[src/rtl/tl_phase_sched_if.sv]
// Sensor inputs and lamp outputs of the two-road phase scheduler.
// The walk-request signals exist only when TL_PED_EN is defined.
interface tl_phase_sched_if;
    logic       Ta;
    logic       Tb;
    logic [1:0] La;
    logic [1:0] Lb;
    logic [2:0] phase;
`ifdef TL_PED_EN
    logic       ped_req;
    logic       ped_walk;

    modport master (output Ta, Tb, ped_req, input La, Lb, phase, ped_walk);
    modport slave  (input Ta, Tb, ped_req, output La, Lb, phase, ped_walk);
`else
    modport master (output Ta, Tb, input La, Lb, phase);
    modport slave  (input Ta, Tb, output La, Lb, phase);
`endif
endinterface

[src/rtl/tl_phase_sched.sv]
// Two-road traffic-light phase scheduler: one Moore FSM plus a saturating dwell timer.
// Optional pedestrian walk phase is built when TL_PED_EN is defined.
//
//  state | meaning
//  AG    | road A green, road B red
//  AY    | road A yellow, road B red
//  AR    | both red, clearing towards B (walk phase when requested)
//  BG    | road B green, road A red
//  BY    | road B yellow, road A red
//  BR    | both red, clearing towards A (walk phase when requested)
module tl_phase_sched #(
    parameter int CNT_W     = 8,
    parameter int GREEN_MIN = 4,
    parameter int GREEN_MAX = 12,
    parameter int YELLOW_T  = 3,
    parameter int ALLRED_T  = 2,
    parameter int PED_T     = 6
) (
    input logic             clk,
    input logic             reset,
    tl_phase_sched_if.slave bus
);

    typedef enum logic [2:0] {
        AG = 3'd0,
        AY = 3'd1,
        AR = 3'd2,
        BG = 3'd3,
        BY = 3'd4,
        BR = 3'd5
    } state_t;

    localparam logic [CNT_W-1:0] MIN_LAST = CNT_W'(GREEN_MIN - 1);
    localparam logic [CNT_W-1:0] MAX_LAST = CNT_W'(GREEN_MAX - 1);
    localparam logic [CNT_W-1:0] YEL_LAST = CNT_W'(YELLOW_T - 1);
    localparam logic [CNT_W-1:0] RED_LAST = CNT_W'(ALLRED_T - 1);
    localparam logic [CNT_W-1:0] PED_LAST = CNT_W'(PED_T - 1);

    if (GREEN_MIN < 1 || GREEN_MAX < GREEN_MIN || YELLOW_T < 1 || ALLRED_T < 1 ||
        PED_T < ALLRED_T || CNT_W < 1 || CNT_W > 31 ||
        (1 << CNT_W) <= GREEN_MAX || (1 << CNT_W) <= PED_T) begin : g_bad_param
        $error("tl_phase_sched: illegal parameter set");
    end

    state_t           state;
    state_t           state_nx;
    logic [CNT_W-1:0] tmr;
    logic             want_b;
    logic             want_a;
    logic [CNT_W-1:0] red_last;
    logic [1:0]       la;
    logic [1:0]       lb;

`ifdef TL_PED_EN
    logic ped_pend;
    logic walk;
    logic enter_red;

    // Pending walk request behaves like opposing demand on either green.
    assign want_b    = (!bus.Ta && bus.Tb) || ped_pend;
    assign want_a    = (!bus.Tb && bus.Ta) || ped_pend;
    assign red_last  = walk ? PED_LAST : RED_LAST;
    assign enter_red = (state == AY && state_nx == AR) || (state == BY && state_nx == BR);

    always_ff @(posedge clk) begin
        if (reset) begin
            ped_pend <= 1'b0;
            walk     <= 1'b0;
        end else if (enter_red) begin
            walk     <= ped_pend;
            ped_pend <= bus.ped_req;
        end else begin
            if (bus.ped_req)
                ped_pend <= 1'b1;
            if (state_nx != state)
                walk <= 1'b0;
        end
    end

    assign bus.ped_walk = walk && (state == AR || state == BR);
`else
    assign want_b   = !bus.Ta && bus.Tb;
    assign want_a   = !bus.Tb && bus.Ta;
    assign red_last = RED_LAST;
`endif

    always_ff @(posedge clk) begin
        if (reset) begin
            state <= AG;
            tmr   <= '0;
        end else begin
            state <= state_nx;
            if (state_nx != state)
                tmr <= '0;
            else if (tmr != '1)
                tmr <= tmr + 1'b1;
        end
    end

    always_comb begin
        state_nx = state;
        case (state)
            AG: if ((tmr >= MIN_LAST && want_b) || (tmr >= MAX_LAST && bus.Tb)) state_nx = AY;
            AY: if (tmr == YEL_LAST) state_nx = AR;
            AR: if (tmr == red_last) state_nx = BG;
            BG: if ((tmr >= MIN_LAST && want_a) || (tmr >= MAX_LAST && bus.Ta)) state_nx = BY;
            BY: if (tmr == YEL_LAST) state_nx = BR;
            BR: if (tmr == red_last) state_nx = AG;
            default: state_nx = AG;
        endcase
    end

    always_comb begin
        la = 2'b10;
        lb = 2'b10;
        case (state)
            AG: la = 2'b00;
            AY: la = 2'b01;
            BG: lb = 2'b00;
            BY: lb = 2'b01;
            default: ;
        endcase
    end

    assign bus.La    = la;
    assign bus.Lb    = lb;
    assign bus.phase = state;

endmodule

[src/flat_wrapper.sv]
// flat-port wrapper written by rule: the top's interface ports become plain ports
module tl_phase_sched_flat 
#(
    parameter int CNT_W     = 8,
    parameter int GREEN_MIN = 4,
    parameter int GREEN_MAX = 12,
    parameter int YELLOW_T  = 3,
    parameter int ALLRED_T  = 2,
    parameter int PED_T     = 6
)
  (clk, reset, bus_Ta, bus_Tb, bus_La, bus_Lb, bus_phase);
  tl_phase_sched_if bus_i ();
  input logic clk;
  input logic reset;
  input wire logic [$bits(bus_i.Ta)-1:0] bus_Ta;
  input wire logic [$bits(bus_i.Tb)-1:0] bus_Tb;
  output wire logic [$bits(bus_i.La)-1:0] bus_La;
  output wire logic [$bits(bus_i.Lb)-1:0] bus_Lb;
  output wire logic [$bits(bus_i.phase)-1:0] bus_phase;
  assign bus_i.Ta = bus_Ta;
  assign bus_i.Tb = bus_Tb;
  assign bus_La = bus_i.La;
  assign bus_Lb = bus_i.Lb;
  assign bus_phase = bus_i.phase;
  tl_phase_sched #(.CNT_W(CNT_W), .GREEN_MIN(GREEN_MIN), .GREEN_MAX(GREEN_MAX), .YELLOW_T(YELLOW_T), .ALLRED_T(ALLRED_T), .PED_T(PED_T)) u_core (.clk(clk), .reset(reset), .bus(bus_i));
endmodule
[config.mk]
export PLATFORM = sky130hd
export DESIGN_NAME = tl_phase_sched_flat
export DESIGN_NICKNAME = d
export VERILOG_FILES = /design/src/rtl/tl_phase_sched_if.sv /design/src/rtl/tl_phase_sched.sv /design/src/flat_wrapper.sv
export SDC_FILE = /design/constraint.sdc
export NUM_CORES = 1
export LEC_CHECK = 0
export ABC_AREA = 1
export CAP_MARGIN = 20
export CELL_PAD_IN_SITES_DETAIL_PLACEMENT = 1
export CELL_PAD_IN_SITES_GLOBAL_PLACEMENT = 2
export CORE_MARGIN = 2
export CORE_UTILIZATION = 32
export DETAILED_ROUTE_END_ITERATION = 16
export GPL_TIMING_DRIVEN = 0
export PLACE_DENSITY_LB_ADDON = 0.1
export SYNTH_ARGS = -nofsm -noshare
export SYNTH_HDL_FRONTEND = slang
export SYNTH_SLANG_ARGS = --single-unit
[constraint.sdc]
create_clock -name clk -period 4.1 [get_ports clk]
set_input_delay 0.82 -clock clk [delete_from_list [all_inputs] [get_ports clk]]
set_output_delay 0.82 -clock clk [all_outputs]
set_load 0.05 [all_outputs]
# After elaboration in Yosys (flattened, before gate mapping)
# Index checks and enable logic that the tools add are counted.
op_classes:
  n_addsub: 1
  n_lt_le_gt_ge: 2
  eq_ne: 9
  mux: 9
  reduce_logical: 12
ops:
  columns: ["operator", "count"]
  rows:
  - ["3-bit two-way mux", 6]
  - ["3-bit one-hot mux with 6 select lines", 1]
  - ["8-bit by 1-bit adder with 8-bit output, second input constant", 1]
  - ["8-bit by 1-bit equality test with 1-bit output, second input constant", 1]
  - ["8-bit by 2-bit equality test with 1-bit output, second input constant", 1]
  - ["8-bit by 2-bit greater-or-equal comparator with 1-bit output, second input constant", 1]
  - ["8-bit by 4-bit greater-or-equal comparator with 1-bit output, second input constant", 1]
  - ["8-bit inequality test, second input constant", 1]
  - ["2-bit one-hot mux with 2 select lines", 2]
  - ["3-bit by 2-bit equality test with 1-bit output, second input constant", 2]
  - ["3-bit equality test, second input constant", 2]
  - ["1-bit logical AND", 6]
  - ["3-bit by 1-bit equality test with 1-bit output, second input constant", 1]
  - ["3-bit logical NOT", 1]
  - ["3-bit inequality test", 1]
  - ["1-bit logical NOT", 2]
  - ["1-bit logical OR", 2]
  - ["2-bit OR reduction", 1]
word_totals:
  wordCells: 35
  register_bits: 11
  inputBits: 4

# Longest topological paths before layout
# Gate-level depths: netlist of the first run.
logic_depth:
  word_depth: 8
  depth_mapped: 12
  depth_no_buf: 12

# Worst setup path after synthesis of the first run
# OpenSTA, ideal clock, no wires.
synth_timing:
  kind: "register to output"
  startpoint: "register u_core.state[2] (netlist: u_core.bus.phase[2])"
  endpoint: "output bus_Lb[1]"
  path_buffers: 0
  path_stages_with_launch: 4
  arrival_time_ps: 2037
  slack_ps: 1243
  path_cell_list: "dfxtp_1 -> inv_2 -> nor3_2 -> nor2_1"
synth_between:
  elab_chain_cells: 2
  elab_cells_between_ends: 3
  classes_between: "eq/ne: 2; mux: 1"
synth_rtl:
  columns: ["item", "line", "text"]
  rows:
  - ["start, declared", "tl_phase_sched.sv:45", "state_t state;"]
  - ["start signal, assigned", "tl_phase_sched.sv:92", "state <= state_nx;"]
  - ["3-bit equality test or 3-bit by 2-bit equality test with 1-bit output (tied branches)", "tl_phase_sched.sv:116", "case (state)"]
  - ["2-bit one-hot mux with 2 select lines *", "tl_phase_sched.sv:116", null]
  - ["end, declared", "flat_wrapper.sv:18", "output wire logic [$bits(bus_i.Lb)-1:0] bus_Lb;"]
# Every way passes the cells marked *; elsewhere a longest branch is shown, timed or not.

# Worst setup path after layout of the first run
layout_timing:
  startpoint: "register u_core.state[1] (netlist: u_core.bus.phase[1])"
  endpoint: "output bus_La[1]"
layout_between:
  elab_chain_cells: 2
  elab_cells_between_ends: 3
  classes_between: "eq/ne: 1; mux: 1; reduce/logical: 1"
layout_rtl:
  columns: ["item", "line", "text"]
  rows:
  - ["3-bit by 1-bit equality test with 1-bit output or 3-bit logical NOT (tied branches)", "tl_phase_sched.sv:116", null]
  - ["2-bit one-hot mux with 2 select lines *", "tl_phase_sched.sv:116", null]
  - ["end, declared", "flat_wrapper.sv:17", "output wire logic [$bits(bus_i.La)-1:0] bus_La;"]
# Marks and branches as above.

==> results of run 1 <==
[final timing paths]
path,from,endpoint
worst min register to register,u_core.tmr[1],u_core.tmr[1]
worst max-delay path,u_core.bus.phase[1],bus_La[1]
worst max register to register,u_core.tmr[0],u_core.tmr[0]
worst min-delay path,u_core.tmr[1],u_core.tmr[1]
[routing by layer]
layer | share of wire (%) | up-vias
li1 | - | 393
met1 | 47 | 351
met2 | 49 | 9
met3 | 1.9 | 4
met4 | 1.3 | 0
met5 | 0 | -
[logic make-up after synthesis]
logic type,after synthesis
and+or+nand+nor,61
buffers and inverters,24
AOI/OAI and AO/OA,13
DFF,11
xor gates and xnor gates,4
adders and majority gates,3
[layout by cell type (no fill, tap or decap)]
cell type,count
nor3_2,12
o21bai_1,1
xor2_1,2
xnor2_1,2
nor2_2,1
nand4_1,2
clkbuf_1,1
nor3_4,1
nand3_1,5
nor3_1,1
ha_1,3
clkbuf_4,3
o21ai_1,1
inv_2,3
nand3_4,1
a21oi_1,6
clkdlybuf4s50_1,10
o211ai_1,1
nand2_4,1
nand3_2,2
nor2_1,13
o21ai_0,4
dfxtp_1,11
nand2_2,1
inv_1,20
clkinv_1,1
nand2_1,21
[registers in the layout, indices dropped and copies added, names as in the netlist]
name / cells
u_core.tmr: 8
u_core.bus.phase: 3
[cell type report]
type,instances,share of cell area (%)
clock buffer,4,2.67
multi-input combinational,81,51.8
tap,30,3.81
timing repair buffer,10,10.2
sequential,11,22.4
inverter,24,9.15
[critical path, stage by stage, from the launching register on]
cell             delay, ns
dfxtp_1               0.53
inv_1                 0.14
nand3_1               0.14
nand2_1               0.07
inv_1                 0.04
clkdlybuf4s50_1       0.78
[power by group through the flow]
stage                     Combinational [mW]  Clock [mW]  Sequential (mW)
final                                 0.0787      0.0750            0.122
after CTS                             0.0808      0.0784            0.122
after global routing                  0.0901      0.0850            0.123
after floorplan                       0.0575           0            0.125
after detailed placement              0.0802           0            0.125
after global placement                0.0777           0            0.124
==> reports/metrics.cfg, run 1 <==
[status]
status = finished clean

[global_route]
antenna_found_initial = 0
grt-ovfl-total = 0
grt_pass1_wl_um = 3230
grtUsageTotal_pct = 15.8
grt_start_max_net_pins = 9
first_global_vias = 698
grt_util_met3_pct = 2.46
busiest_layer = met2
grt_use_met1_pct = 20.6
gr-usage-met2_pct = 25.8

[synthesis]
yosysTopAreaCell = dfxtp_1
yosysWarnings = 0
synth_area_leaders = dfxtp_1 27%, nor3_2 15%, nand2_1 9.6%
synth_top_family_by_area = simple AND/OR/NAND/NOR gates
synth_edf_count = 0
synthXorXnorAreaFrac_pct = 4.27
synth_area_um2 = 821
synth_top_area_share_pct = 26.8
synthAdderAreaFrac_pct = 4.57
synth_ff_type = dfxtp_1
synthSimpleGateAreaFrac_pct = 44.8
syn_nets = 123
muxShareOfSynthArea_pct = 0
synth_compound_area_share_pct = 8.54
yosys-top-cells-count = 21 x nand2_1, 20 x inv_1, 13 x nor2_1
syn_inst = 116
avgSynthCellArea_um2 = 7.08
ys_types = 24
synth_most_common_cell = nand2_1
ys_seq_area_share_pct = 26.8
synth-seq-cells = 11
async_flop_share_pct = 0

[placement]
dp_hpwl_um = 1670
dp_cells = 156
pre_cts_slack_ns = 1.59
place.gp.congestion = 0.732
place_area_um2 = 958
portBuffers = 10

[clock_network]
cts_made_buffers = 3
postCtsHoldBufs = 0
h-tree-depth = 1
cts_tree = yes
post_cts_buffers = 0
cts.sinks = 11
cts_resized = 0
cts.root.buffer_cell = clkbuf_4
insertion_delay_ns = 0.27
clk_pin_slew_ns = 0.07
clk_path_buf_depth = 2

[critical_path]
path_class = register to output port
start_kind = register
r2r.worst_path.cells = 10
cp-end-kind = output port
cp_max_fo = 8
cp_data_required_time_ns = 3.28
r2r_slack_ns = 2.33
crit_arrival_ns = 1.97

[detailed_routing]
wirelength_um = 1950
drc_errors = 0
routed-via-count = 757
dr.pass1.iters = 4
routedWlPerCell_um = 12.2
drtIter0Drc = 11
ant_nets = 0
vias_per_cell = 4.73

[floorplanning]
die_w_um = 54.6
fp-row-count = 18
io_pins = 11
die_height_um = 54.6
initial_utilization_pct = 33.4
coreArea_um2 = 2450
die_area_um2 = 2990

[pwr]
clock_power_share_pct = 27.2
seq_power_share_pct = 44.2
combPwrFrac_pct = 28.6
switching_power_uw = 96.5
swShare_pct = 35.1
peakVddDrop_v = 0.000150
p_int_uw = 179
power_uw = 275
powerDensity_nw_per_um2 = 280
power.leakage_nw = 0.409

[finish]
seqCellArea_um2 = 220
final_area_um2 = 985
fill_cells = 326
drive_gt1_share_pct = 19.2
multi_input_area_um2 = 510
nNetsFinal = 138
diodes = 0
fin_util_pct = 40.1
areaGrowthSynthToFinish_pct = 20.0
final_cells = 160

[timing]
grt_setup_unrepaired = false
drv_slew = 0
max_freq_mhz = 358
fin_tns_setup_ns = 0
worst_slack_ns = 1.31
worst_slew_pin_slew_ns = 0.539
slew_headroom_pct = 63.8
hold_viol = 0
skew_ns = 0.00376
post-route-min-period_ns = 2.79
fin_crit_sh_pct = 68.1
fin_hold_ws_ns = 0.620
setup_viol = 0

[job]
drv_cap = 0

[min_path]
hp-class = register to register
min_path_cells = 4

No activity file was read; power rests on OpenSTA's default activity.
==> run 2, diff against run 1 <==
- CORE_UTILIZATION: 32 -> 27
- clock period: 4.1 -> 2.3 ns (I/O delays scaled with it)
==> run 2 against run 1 <==
  * First-iteration DRC count is 64% higher
  * Worst setup slack worse by 1.1 ns
  * Sequential power is 79% higher
  * Global-route usage is 1.8 points lower
  * Register-to-register slack worse by 1.9 ns
  * Combinational power is 77% higher
  * Sequential share of layout area is 0.16 points lower
  * Critical path type unchanged
  * Highest routed layer unchanged
==> reports/metrics.cfg, run 2 (synthesized netlist as in run 1, its figures left out) <==
[timing]
hold_viol = 0  ; unchanged
grt_setup_unrepaired = false  ; unchanged
skew_ns = 0.00328  ; was 0.00376 ns
post-route-min-period_ns = 2.10
drv_slew = 0  ; unchanged
worst_slew_pin_slew_ns = 0.542  ; was 0.539 ns
slew_headroom_pct = 63.6  ; was 63.8%
fin_crit_sh_pct = 91.4
fin_tns_setup_ns = 0  ; unchanged
max_freq_mhz = 476
setup_viol = 0  ; unchanged

[min_path]
min_path_cells = 2  ; was 4
hp-class = register to register  ; unchanged

[clock_network]
insertion_delay_ns = 0.27  ; about the same
clk_pin_slew_ns = 0.07  ; about the same
clk_path_buf_depth = 2  ; unchanged
post_cts_buffers = 0  ; unchanged
h-tree-depth = 1  ; unchanged
cts.root.buffer_cell = clkbuf_4  ; unchanged
cts_made_buffers = 3  ; unchanged
cts.sinks = 11  ; unchanged
cts_tree = yes  ; unchanged

[critical_path]
crit_family = buffers and inverters  ; unchanged
crit_cells = 1  ; was 5
path_class = register to output port  ; unchanged
crit_arrival_ns = 1.64  ; was 1.97 ns
cp_slowest_cell = clkdlybuf4s50_1  ; unchanged
r2r.worst_path.cells = 9  ; was 10
crit_path_cell_trace = clkdlybuf4s50_1  ; was inv_1, nand3_1, nand2_1, inv_1, clkdlybuf4s50_1
cp_num_buf_inv = 1  ; was 3
critPathMaxStageDelay_ns = 0.87  ; was 0.78 ns
start_kind = register  ; unchanged
cp_max_fo = 5  ; was 8
cp-end-kind = output port  ; unchanged
cp_data_required_time_ns = 1.84  ; was 3.28 ns

[finish]
largest_reg_flops = 8  ; unchanged
layout_commonest_cell = nand2_1  ; unchanged
drive_gt1_share_pct = 20.0  ; was 19.2%
fill_cells = 383  ; was 326
nNetsFinal = 138  ; unchanged
top_register = u_core.tmr  ; unchanged
layout_common_cells = 21 x nand2_1, 20 x inv_1, 13 x nor2_1, 10 x nor3_2, 10 x dfxtp_1  ; was 21 x nand2_1, 20 x inv_1, 13 x nor2_1, 12 x nor3_2, 11 x dfxtp_1
areaGrowthSynthToFinish_pct = 21.5  ; was 20.0%
diodes = 0  ; unchanged
final_cells = 163  ; was 160

[detailed_routing]
routed-via-count = 757  ; unchanged
drc_errors = 0  ; unchanged
vias_per_cell = 4.64  ; was 4.73
routedWlPerCell_um = 12.1  ; was 12.2 um
drtIter0Drc = 18  ; was 11
wirelength_um = 1980  ; was 1950 um
dr.pass1.iters = 4  ; unchanged
ant_nets = 0  ; unchanged

[global_route]
grt-ovfl-total = 0  ; unchanged
gr-usage-met2_pct = 23.3  ; was 25.8%
grt_use_met1_pct = 17.7  ; was 20.6%
busiest_layer = met2  ; unchanged
grt_util_met3_pct = 1.97  ; was 2.46%
grtUsageTotal_pct = 14.0  ; was 15.8%
first_global_vias = 793  ; was 698
antenna_found_initial = 0  ; unchanged
grt_pass1_wl_um = 3640  ; was 3230 um
grt_start_max_net_pins = 9  ; unchanged

[floorplanning]
die_w_um = 59.1  ; was 54.6 um
die_height_um = 59.1  ; was 54.6 um
fp-row-count = 20  ; was 18
coreArea_um2 = 2980  ; was 2450 um^2
die_area_um2 = 3500  ; was 2990 um^2
io_pins = 11  ; unchanged
initial_utilization_pct = 27.6  ; was 33.4%

[pwr]
powerDensity_nw_per_um2 = 491  ; was 280 nW/um^2
power.leakage_nw = 0.411  ; was 0.409 nW
peakVddDrop_v = 0.000257  ; was 0.000150 V
power_uw = 489  ; was 275 uW

[job]
drv_cap = 0  ; unchanged

[placement]
place.gp.congestion = 0.734  ; was 0.732
dp_hpwl_um = 1670  ; about the same
portBuffers = 10  ; unchanged
dp_cells = 159  ; was 156

[status]
status = finished clean  ; unchanged

## run 2: changes by cell type in the layout (fill, tap and decap cells not counted), sizes merged
cell,delta
clkdlybuf4s50,-4
dlygate4sd2,+4
## run 2: through the flow
step	util, %	instance area, um^2	hold slack, ns	setup WS (ns)
2_1_floorplan	-	833	0.529	0.0590
3_3_place_gp	32.7	975	0.598	0.0805
3_5_place_dp	32.7	975	0.619	0.0691
4_1_cts	33.4	996	0.629	0.0457
5_1_grt	33.5	997	0.683	0.0395
6_report	33.5	997	0.627	0.198
## run 2: power by group
group | internal (mW) | total [mW] | switching (mW)
logic | 0.0481 | 0.139 | 0.0909
clock network | 0.0671 | 0.132 | 0.0650
registers | 0.202 | 0.218 | 0.0158
## run 2: tightest hold or removal path: cells and delay by family, from the launching register on
family,cells,cell delay (ns)
and+or+nand+nor,1,0.06
DFF,1,0.34
xor gates and xnor gates,1,0.18
## run 2: layer usage
layer | part of all wire, % | up-vias
met5 | 0 | -
met4 | 0.86 | 0
met3 | 2.1 | 2
met2 | 51 | 10
met1 | 46 | 349
li1 | - | 396
## run 2: area by class of cell
| class | count | area, um^2 | area share [%] |
|---|---|---|---|
| Inverter | 24 | 90.1 | 9.03 |
| Sequential cell | 11 | 221 | 22.2 |
| Tap cell | 33 | 41.3 | 4.14 |
| Timing Repair Buffer | 10 | 95.1 | 9.54 |
| Multi-Input combinational cell | 81 | 523 | 52.4 |
| Clock buffer | 4 | 26.3 | 2.63 |
## run 2: worst paths after layout
kind	endpoint	start	slack, ns
worst min-delay path	u_core.tmr[5]	u_core.tmr[5]	0.63
worst max register to register	u_core.tmr[1]	u_core.tmr[0]	0.44
worst max-delay path	bus_phase[2]	u_core.bus.phase[2]	0.20
worst min register to register	u_core.tmr[5]	u_core.tmr[5]	0.63
## run 2: timing repair
action,CTS,global route
setup endpoints to repair,4,1
hold buffers,0,0
gates resized for setup,4,1
